## src/rtl/pc_pkg.sv

```systemverilog
// Shared encodings for the program-counter unit: next-PC source selects and FSM states.
package pc_pkg;

    localparam logic [1:0] SEL_SEQ    = 2'b00;
    localparam logic [1:0] SEL_BRANCH = 2'b01;
    localparam logic [1:0] SEL_JUMP   = 2'b10;
    localparam logic [1:0] SEL_REG    = 2'b11;

    typedef enum logic {
        ST_RUN  = 1'b0,
        ST_TRAP = 1'b1
    } pc_state_t;

endpackage

```

## src/rtl/pc_next_mux.sv

```systemverilog
// Combinational next-PC generation: sequential, branch, jump and register targets plus select.
module pc_next_mux
    import pc_pkg::*;
#(
    parameter int unsigned WIDTH = 32,
    parameter int unsigned STEP  = 4
) (
    input  logic [WIDTH-1:0] pc,
    input  logic [1:0]       sel,
    input  logic             branch_taken,
    input  logic [WIDTH-1:0] offset,
    input  logic [WIDTH-7:0] jump_index,
    input  logic [WIDTH-1:0] reg_target,
    output logic [WIDTH-1:0] pc_plus,
    output logic [WIDTH-1:0] target
);

    logic [WIDTH-1:0] branch_target;
    logic [WIDTH-1:0] jump_target;

    assign pc_plus       = pc + WIDTH'(STEP);
    // Offset counts words, so it is scaled to bytes before the add.
    assign branch_target = pc_plus + (offset << 2);
    assign jump_target   = {pc_plus[WIDTH-1:WIDTH-4], jump_index, 2'b00};

    always_comb begin
        target = pc_plus;
        case (sel)
            SEL_SEQ:    target = pc_plus;
            SEL_BRANCH: target = branch_taken ? branch_target : pc_plus;
            SEL_JUMP:   target = jump_target;
            SEL_REG:    target = reg_target;
            default:    target = pc_plus;
        endcase
    end

endmodule

```

## src/rtl/pc_unit.sv

```systemverilog
// Program-counter unit: PC register, update counter and optional misalignment trap FSM.
// Define PC_ALIGN_CHECK_EN to enable the misalignment check, TRAP state, epc and trap.
module pc_unit
    import pc_pkg::*;
#(
    parameter int unsigned     WIDTH        = 32,
    parameter int unsigned     STEP         = 4,
    parameter logic [WIDTH-1:0] RESET_VECTOR = WIDTH'(32'h0000_0000),
    parameter logic [WIDTH-1:0] TRAP_VECTOR  = WIDTH'(32'h0000_0080)
) (
    input  logic             clock,
    input  logic             reset,
    input  logic             stall,
    input  logic [1:0]       sel,
    input  logic             branchTaken,
    input  logic [WIDTH-1:0] offset,
    input  logic [WIDTH-7:0] jumpIndex,
    input  logic [WIDTH-1:0] regTarget,
    input  logic             trapAck,
    output logic [WIDTH-1:0] PC,
    output logic [WIDTH-1:0] pcPlus,
    output logic [WIDTH-1:0] epc,
    output logic             trap,
    output logic [31:0]      count
);

    if (WIDTH < 16) begin : g_width_check
        $error("pc_unit: WIDTH must be at least 16");
    end

    logic [WIDTH-1:0] target;

    pc_next_mux #(
        .WIDTH (WIDTH),
        .STEP  (STEP)
    ) u_next_mux (
        .pc           (PC),
        .sel          (sel),
        .branch_taken (branchTaken),
        .offset       (offset),
        .jump_index   (jumpIndex),
        .reg_target   (regTarget),
        .pc_plus      (pcPlus),
        .target       (target)
    );

`ifdef PC_ALIGN_CHECK_EN
    pc_state_t state;
    logic      misaligned;

    assign misaligned = (target[1:0] != 2'b00);
    assign trap       = (state == ST_TRAP);

    always_ff @(posedge clock or posedge reset) begin
        if (reset) begin
            PC    <= RESET_VECTOR;
            epc   <= '0;
            count <= '0;
            state <= ST_RUN;
        end else if (!stall) begin
            count <= count + 32'd1;
            if (misaligned) begin
                // Only the first fault is recorded; faults inside the handler keep it.
                PC    <= TRAP_VECTOR;
                state <= ST_TRAP;
                if (state == ST_RUN) begin
                    epc <= target;
                end
            end else begin
                PC <= target;
                if (state == ST_TRAP && trapAck) begin
                    state <= ST_RUN;
                end
            end
        end
    end
`else
    logic unused_trap_ack;

    assign unused_trap_ack = trapAck;
    assign trap            = 1'b0;
    assign epc             = '0;

    always_ff @(posedge clock or posedge reset) begin
        if (reset) begin
            PC    <= RESET_VECTOR;
            count <= '0;
        end else if (!stall) begin
            PC    <= target;
            count <= count + 32'd1;
        end
    end
`endif

endmodule

```

## config.mk

```make
export PLATFORM = sky130hd
export DESIGN_NAME = pc_unit
export DESIGN_NICKNAME = d
export VERILOG_FILES = /design/src/rtl/pc_pkg.sv /design/src/rtl/pc_next_mux.sv /design/src/rtl/pc_unit.sv
export SDC_FILE = /design/constraint.sdc
export NUM_CORES = 1
export LEC_CHECK = 0
export ABC_CLOCK_PERIOD_IN_PS = 4700
export CAP_MARGIN = 20
export CORE_MARGIN = 2
export CORE_UTILIZATION = 46
export CTS_CLUSTER_DIAMETER = 200
export DETAILED_ROUTE_END_ITERATION = 7
export PLACE_DENSITY_LB_ADDON = 0.12
export SYNTH_ARGS = -nofsm -noshare
export SYNTH_HDL_FRONTEND = slang
export SYNTH_SLANG_ARGS = --single-unit
```

## constraint.sdc

```tcl
create_clock -name clock -period 4.7 [get_ports clock]
set_input_delay 0.47 -clock clock [delete_from_list [all_inputs] [get_ports clock]]
set_output_delay 0.47 -clock clock [all_outputs]
set_load 0.02 [all_outputs]
```

==> run metrics, run 1 <==
top-level I/O count=around 230; sequential share of power=between 20% and 30%; Remaining DRCs=0; Max Root-Sink Buffers=2; CTS sink count=64; CP Capture Type=flip-flop; Startpoint Class=flip-flop; gpl congestion=between 0.9 and 1; Crit-path slowest cell=or4_1; Final Power=about 3.0 mW; Comb pwr share=around 47%; Total GRT Usage=between 20% and 30%; reg2reg path depth=14; Post-synth ARST share=100%; Post-Synthesis Cells=approximately 750; PD cells=354 nW/um^2; total of max-cap violations=0; Synth area leaders=dfrtp_1 (26%), xnor2_1 (7.9%), ha_1 (7.4%), a21oi_1 (5.1%), buf_4 (4.6%); Final period util=between 90% and 100%; Avg Cell Area, Syn=between 8 and 9 um^2; Filler Cell Count=between 1k and 1.5k; relative slew slack=between 30% and 40%; initial antenna violation count=0; # diodes=0; Worst Hold Class=reg -> reg; synthesized flop and latch total=between 60 and 70; CTS tree=built; CP Buf/Inv Count=0; first-pass GRT wire length=around 32000 um; placed cell area=~8000 um^2; max incr delay on CP=between 0.4 and 0.5 ns; sw frac=roughly two fifths; post-route cell area=8350 um^2; vias in the first global route=6128; Clock Latency Late Sink=roughly 0.34 ns; routed len/inst=~18 um; Int Power=around 1.8 mW; WP data required=around 4.9 ns; Hold Buf Count CTS=0; initial core utilization=a little under half; largest net degree at the start of global routing=71; most common cell after layout, fill and taps aside=clkdlybuf4s50_1; CTS clock-pin slew for the worst setup and hold paths=about 0.060 ns; Crit path depth=14; H-tree Lvls=3; fmax=around 230 MHz; Crit Path Max Fanout=8; die area=roughly 14000 um^2; Worst Tran Pin Value=around 0.96 ns; leakage power=roughly 3.5 nW; TritonRoute pass-1 iters=5; outcome=finished clean; Port Buf Inserts=around 190; RSZ-0062 raised after global routing=no; Crit path max-delay family=simple AND/OR/NAND/NOR gates; post-CTS sizing=0; TritonCTS Buffers=9; DRT Wirelength=19900 um; Synth top area share=a little over a quarter; Final Hold Fails=0; Starting DRT DRC Count=roughly 480; proportion of layout cells with a drive suffix above 1=approximately 5.6%; cell row count=between 40 and 50; Top FF cell, synth=dfrtp_1; Post-synth EDFFs=0; commonest non-fill, non-tap cells in the layout=clkdlybuf4s50_1 (186), nand2_1 (65), dfrtp_1 (64); Die Y=119 um; via count=6333; Mapped Area=6090 um^2; CP arrival=4.60 ns; Cell variety after synth=67; critical path start-end classification=reg -> reg; Synth area leader=dfrtp_1; Clock Tree Root=clkbuf_16; Setup Viol. Count Final=0; Min-Delay Path Depth=1; post-route ant nets=0; Via density=5.72; Seq/Total Area, Yosys=26.3%; fin nets=about 1.1k; synth warn=0; critical path cell sequence=ha_1, and4_2, and3_1, nand2_1, nor2_1, and3_1, xor2_1, ha_1, and3_1, and2_1, a31o_2, or4_1, xor2_1, a21o_1; GRT overflow=0; Post-CTS Setup Repair Bufs=0; TNS Setup=0 ns; NetSw=1.16 mW; core area=13100 um^2; VDD IR max=between 150 and 200 uV; Die Width=about 120 um; area grow syn2layout=37.0%; hpwl dp=~15000 um; critical path's most frequent cell=and3_1; post-route minimum period=roughly 4.4 ns; Clk pwr share=27.4%; clk_skew=a little over 0.008 ns; Final Max Slew Viols=0
## cells by family (layout without fill, tap and decap cells)
logic type / count (synthesis) / count (layout) / share of synthesized area, %
simple gates: 258 / 258 / 21.5
compound gates: 198 / 198 / 20.6
buf+inv: 82 / 232 / 7.43
xor+xnor: 81 / 81 / 11.6
flops: 64 / 64 / 26.3
fa+ha+maj: 37 / 37 / 7.72
mux: 28 / 28 / 4.83
other cells: 1 / 33 / 0.0616
## layout make-up
class                           count  area, um^2  share of cell area, %
Multi-Input combinational cell    635        4160                   49.8
Clock buffer                       10         239                   2.86
Clock inverter                      6         115                   1.38
Sequential cell                    64        1600                   19.2
Timing Repair Buffer              198        1940                   23.3
Inverter                           18        67.6                  0.810
Tap cell                          176         220                   2.64
## final timing paths
| check | startpoint | slack [ns] | end |
|---|---|---|---|
| hold reg to reg | count[31] | 0.49 | count[31] |
| hold / removal | count[31] | 0.49 | count[31] |
| setup reg to reg | PC[2] | 0.32 | PC[27] |
| min in group asynchronous | reset | 0.67 | count[27] |
| setup / recovery | PC[2] | 0.32 | PC[27] |
| max in group asynchronous | reset | 3.13 | count[14] |
## cells in the mapped netlist, drive strengths merged, types with 5 or more instances
cell type	count
a211oi	15
a21o	12
a21oi	62
a221oi	5
a22o	6
a22oi	5
a31oi	10
and2	11
and3	21
buf	44
clkbuf	20
dfrtp	64
ha	36
inv	18
mux2	11
mux2i	17
nand2	66
nand2b	12
nand3	38
nand4	11
nor2	55
nor2b	11
nor3	12
nor4	5
o21ai	42
o31ai	7
xnor2	55
xor2	26
## worst register-to-register path, stage by stage, from the launching register on
cell	delay, ns
dfrtp_1	0.48
ha_1	0.31
and4_2	0.32
and3_1	0.36
nand2_1	0.17
nor2_1	0.28
and3_1	0.28
xor2_1	0.24
ha_1	0.36
and3_1	0.24
and2_1	0.16
a31o_2	0.23
or4_1	0.49
xor2_1	0.16
a21o_1	0.18
## power groups by stage
stage | clock, mW | sequential [mW] | combinational, mW
4_1_cts | 0.821 | 0.750 | 1.39
2_1_floorplan | 0 | 0.822 | 0.802
5_1_grt | 0.848 | 0.766 | 1.51
6_report | 0.809 | 0.752 | 1.40
3_5_place_dp | 0 | 0.759 | 1.38
3_3_place_gp | 0 | 0.751 | 1.36
## flip-flops by register name (all words and copies together) (netlist names)
register,flops
PC,32
count,32
## through the flow
step | utilization [%] | setup slack, ns | std cells | hold slack, ns
2_1_floorplan | - | 0.395 | 781 | 0.582
3_3_place_gp | 61.1 | 0.464 | 1091 | 0.461
3_5_place_dp | 61.1 | 0.418 | 1091 | 0.481
4_1_cts | 63.8 | 0.364 | 1107 | 0.492
5_1_grt | 63.8 | 0.0812 | 1107 | 0.509
6_report | 63.8 | 0.324 | 1107 | 0.486
## metal layers
layer	share of wire (%)	up-vias	global-route usage [%]
met5	0	-	0
met4	2.2	0	9.45
met3	6.3	36	3.83
met2	49	280	47.3
met1	43	3029	36.1
li1	-	2988	-
Note: power is estimated with default switching activity, not from simulation.
==> run 2, diff against run 1 <==
--- a/config.mk
+++ b/config.mk
@@ -5,10 +5,11 @@
 export SDC_FILE = /design/constraint.sdc
 export NUM_CORES = 1
 export LEC_CHECK = 0
+export ABC_AREA = 1
 export ABC_CLOCK_PERIOD_IN_PS = 4700
 export CAP_MARGIN = 20
 export CORE_MARGIN = 2
-export CORE_UTILIZATION = 46
+export CORE_UTILIZATION = 48
 export CTS_CLUSTER_DIAMETER = 200
 export DETAILED_ROUTE_END_ITERATION = 7
 export PLACE_DENSITY_LB_ADDON = 0.12
==> run metrics, run 2 <==
Clock Tree Root=clkbuf_16; Hold Buf Count CTS=0; CTS tree=built; CP arrival=just under 4 ns; Avg Cell Area, Syn=between 5 and 6 um^2; post-route minimum period=3.68 ns; Seq/Total Area, Yosys=22.4%; TNS Setup=0 ns; routed len/inst=15.7 um; commonest cells in the synthesized netlist=nand2_1 (400), inv_1 (191), nor2_1 (98); largest net degree at the start of global routing=between 40 and 50; Post-synth EDFFs=0; clk_skew=0.00778 ns; hpwl dp=approximately 20000 um; proportion of layout cells with a drive suffix above 1=~3.9%; Final Util=64.7%; post-route ant nets=0; CP Capture Type=flip-flop; CTS sink count=64; outcome=finished clean; Startpoint Class=flip-flop; Die Y=approximately 130 um; fin nets=between 1.5k and 2k; TritonRoute pass-1 iters=5; most common cell after layout, fill and taps aside=nand2_1; critical path start-end classification=reg -> reg; Crit Path Max Fanout=5; initial antenna violation count=0; Post-synth ARST share=100%; synthesized flop and latch total=64; PD cells=between 300 and 400 nW/um^2; Final period util=78.3%; initial core utilization=roughly half; Worst Tran Pin Value=approximately 1 ns; commonest non-fill, non-tap cells in the layout=nand2_1 (400), inv_1 (190), clkdlybuf4s50_1 (188); Post-Layout Cell Count=1563; Cell variety after synth=between 40 and 50; TritonCTS Buffers=9; cell row count=44; top-level I/O count=~230; fmax=between 200 and 300 MHz; Top FF cell, synth=dfrtp_1; area grow syn2layout=31.5%; Port Buf Inserts=around 190; synth warn=0; Starting DRT DRC Count=~740; Filler Cell Count=roughly 1.4k; R2R setup slack=about 1.0 ns; Final Hold Fails=0; # diodes=0; core area=14500 um^2; Final Power=~3 mW; Mapped Area=approximately 7200 um^2; biggest regs=PC (32), count (32); GRT overflow=0; H-tree Lvls=3; Post-Synthesis Cells=about 1.2k; RSZ-0062 raised after global routing=no; die area=15900 um^2; Via density=5.18; placed cell area=9080 um^2; gpl congestion=0.975; post-route cell area=roughly 9400 um^2; vias in the first global route=7565; Synth area leaders=dfrtp_1 (22%), nand2_1 (21%), inv_1 (10%), ha_1 (6.3%), nand3_1 (5.9%); post-CTS sizing=0; most numerous cell in the Yosys netlist=nand2_1; Setup Viol. Count Final=0; CTS clock-pin slew for the worst setup and hold paths=approximately 0.06 ns; Final Max Slew Viols=0; Remaining DRCs=0; WP data required=just under 5 ns; DRT Wirelength=24600 um; first-pass GRT wire length=about 39000 um; VDD IR max=186 uV; leakage power=between 4 and 5 nW; Synth top area share=around 22%; Total GRT Usage=a little under a third; total of max-cap violations=0; via count=8101; placed cells=about 1.5k; Die Width=about 130 um; Synth area leader=dfrtp_1; Worst Hold Class=in -> async; Post-CTS Setup Repair Bufs=0; relative slew slack=a little over a third; Max Root-Sink Buffers=2; Clock Latency Late Sink=0.34 ns
run 2: area by class of cell:
type / instances / area [um^2] / share of cell area (%)
Sequential cell: 64 / 1600 / 17.0
Tap cell: 184 / 230 / 2.45
Inverter: 193 / 724 / 7.70
Clock inverter: 5 / 81.3 / 0.865
Timing Repair Buffer: 196 / 1940 / 20.7
Multi-Input combinational cell: 910 / 4590 / 48.8
Clock buffer: 11 / 233 / 2.47
run 2: power breakdown:
part           switching, mW  internal [mW]
logic                  0.925          0.607
clock network          0.252          0.465
registers              0.117          0.636
run 2: metrics by stage:
step	setup WS [ns]	hold slack, ns
floorplan	1.63	0.595
global placement	1.26	0.481
detailed placement	1.23	0.482
CTS	1.20	0.468
global route	0.820	0.512
finish	1.02	0.459
run 2: critical path, cell delays in order, from the launching register on:
cell	delay, ns
dfrtp_1	0.45
ha_1	0.21
nand2_1	0.07
inv_1	0.08
nand2_1	0.08
nor2_2	0.26
nand2_2	0.18
nor2_1	0.19
nand2_1	0.09
or2_1	0.22
nand2_1	0.16
ha_1	0.25
nand2_1	0.14
nor2_1	0.24
nand2_1	0.12
nor2_1	0.13
o21ai_0	0.19
nand4_1	0.16
nand3_1	0.11
nand2_1	0.09
nand2_1	0.05
nand2_1	0.07
nand2_1	0.04
run 2: logic make-up after synthesis:
kind of cell | count (synthesis) | synth area share, %
buf+inv | 252 | 15.1
simple gates | 647 | 38.4
flops | 64 | 22.4
other cells | 1 | 0.0524
fa+ha+maj | 37 | 6.58
compound gates | 144 | 11.4
xor+xnor | 49 | 6.10
run 2: metal layers:
metal  share of wire [%]  track usage, %
met5                   0               0
met4                 2.5            9.18
met3                 8.1            5.35
met1                  44            43.2
met2                  45            48.8
run 2: final timing paths:
| path | from | end | depth (start not counted) |
|---|---|---|---|
| min | reset | PC[9] | 2 |
| min in group clock | count[24] | count[24] | 1 |
| max | PC[2] | PC[24] | 22 |
| min reg2reg | count[24] | count[24] | 1 |
| max reg2reg | PC[2] | PC[24] | 22 |
| max in group asynchronous | reset | PC[25] | 3 |
==> run 3, diff against run 2 <==
--- a/config.mk
+++ b/config.mk
@@ -6,10 +6,10 @@
 export NUM_CORES = 1
 export LEC_CHECK = 0
 export ABC_AREA = 1
-export ABC_CLOCK_PERIOD_IN_PS = 4700
+export ABC_CLOCK_PERIOD_IN_PS = 3000
 export CAP_MARGIN = 20
 export CORE_MARGIN = 2
-export CORE_UTILIZATION = 48
+export CORE_UTILIZATION = 44
 export CTS_CLUSTER_DIAMETER = 200
 export DETAILED_ROUTE_END_ITERATION = 7
 export PLACE_DENSITY_LB_ADDON = 0.12
==> constraint.sdc (replaced) <==
create_clock -name clock -period 3 [get_ports clock]
set_input_delay 0.3 -clock clock [delete_from_list [all_inputs] [get_ports clock]]
set_output_delay 0.3 -clock clock [all_outputs]
set_load 0.02 [all_outputs]
==> run metrics, run 3 (synthesis results as in run 2) <==
Final period util=102%; total of max-cap violations=0; VDD IR max=about 340 uV; post-route cell area=between 10000 and 15000 um^2; GRT overflow=0; Final Hold Slack=0.401 ns; cell row count=between 40 and 50; area grow syn2layout=59.5%; CP Capture Type=flip-flop; Clock Tree Root=clkbuf_16; Worst Hold Class=in -> async; fmax=325 MHz; post-route minimum period=3.07 ns; via count=about 8.9k; # diodes=0; Die Width=roughly 130 um; vias in the first global route=~8.3k; largest net degree at the start of global routing=35; DP Worst Slack=-0.205 ns; Filler Cell Count=about 1.4k; Die Y=between 100 and 150 um; DRT Wirelength=27600 um; Starting DRT DRC Count=~700; Via density=approximately 5.1; final setup margin=-0.0737 ns; H-tree Lvls=3; Crit Path Max Fanout=4; first-pass GRT wire length=41900 um; Clock Latency Late Sink=about 0.34 ns; Final Hold Fails=0; register area=1600 um^2; R2R setup slack=-0.07 ns; hpwl dp=21600 um; Hold Buf Count CTS=0; r2r startpoint=PC[3]; Worst Tran Pin Value=around 0.76 ns; CTS tree=built; Total GRT Usage=a little under a third; r2r endpoint=PC[29]; reg2reg path depth=19; core area=15900 um^2; critical path start-end classification=reg -> reg; Final Max Slew Viols=0; Max Root-Sink Buffers=2; WP data required=between 3 and 4 ns; met3 wire length=~2100 um; RSZ-0062 raised after global routing=yes; Remaining DRCs=0; CP arrival=3.30 ns; Port Buf Inserts=about 190; top-level I/O count=~230; failing checks=negative setup slack; fin nets=1659; clk_skew=about 0.0062 ns; most common cell after layout, fill and taps aside=nand2_1; biggest regs=PC (32), count (32); initial core utilization=45.0%; Crit. Startpoint=PC[3]; PD cells=roughly 470 nW/um^2; placed cells=between 1.5k and 2k; leakage power=5.85 nW; outcome=finished with violations; Setup Viol. Count Final=6; CTS clock-pin slew for the worst setup and hold paths=approximately 0.060 ns; highest routing layer actually used=met4; WL met1=about 12000 um; multi-input combinational cell area=roughly 5400 um^2; commonest non-fill, non-tap cells in the layout=nand2_1 (350), clkdlybuf4s50_1 (182), inv_1 (174); TritonRoute pass-1 iters=7; relative slew slack=between 40% and 50%; routed len/inst=around 16 um; Post-Layout Cell Count=1746; post-route ant nets=0; gpl congestion=a little under 1; die area=17300 um^2; met2 routed WL=12800 um; initial antenna violation count=0; TritonCTS Buffers=9; proportion of layout cells with a drive suffix above 1=between 20% and 30%; Startpoint Class=flip-flop; placed cell area=10200 um^2; CTS sink count=64
==> run 3: changes by cell type in the layout (fill, tap and decap cells not counted), sizes merged <==
cell	delta
buf	+151
clkdlybuf4s50	-6
dlymetal6s2s	+6
inv	+3
bufinv	-2
clkbuf	-2
clkinvlp	+1
==> run 3: where the power goes <==
group | leakage, nW | switching, mW | internal (mW)
registers | 0.774 | 0.160 | 0.997
clock network | 0.133 | 0.438 | 0.568
logic | 4.95 | 1.77 | 1.42
==> run 3: stage by stage <==
step	TNS [ns]	utilization [%]	power, mW
after global routing	-3.90	71.8	5.67
final	-0.208	71.8	5.35
after floorplan	-0.0202	-	2.65
after global placement	-1.06	64.1	3.92
after detailed placement	-2.04	64.1	3.95
after CTS	-0.0246	67.1	5.03
==> run 3: cell type report <==
cell class	count	area share (%)
well taps	216	2.37
flip-flops and latches	64	14.0
repair buffers	347	27.2
multi-input cells	910	47.5
inverters	193	6.41
clock buffers	9	1.97
clock inverters	7	0.482
==> run 3: worst max-delay path by stage <==
stage,end,slack [ns]
final,PC[29],-0.07
after floorplan,PC[29],-0.01
after CTS,PC[23],-0.02
after global routing,PC[25],-0.26
after detailed placement,PC[23],-0.20
after global placement,PC[24],-0.15
==> run 3: worst max-delay path, stage by stage, from the launching register on <==
cell and delay, ns:
dfrtp_1 0.40, buf_4 0.15, nand2_1 0.08, nor2_4 0.19, nand2_2 0.11, nor2_2 0.14, xor2_1 0.25, buf_4 0.17
ha_2 0.31, nand2_2 0.15, o21bai_1 0.11, nand3b_1 0.28, nand2_1 0.15, nand2_1 0.06, nand2_1 0.05, nand3_1 0.10
nand2_1 0.08, nand2_1 0.06, nand2_1 0.06, nand2_1 0.05
==> run 3: per-layer routing <==
layer	GRT usage, %	vias to the layer above
met1	40.1	4053
met5	0	-
li1	-	4355
met3	5.09	63
met2	50.5	406
met4	9.00	0
==> run 3: repair_timing <==
item / 4_1_cts / 5_1_grt
buffers inserted: 2 / 10
resized for setup: 41 / 169
endpoints found under the setup margin: 23 / 32
pin swaps: 4 / 42
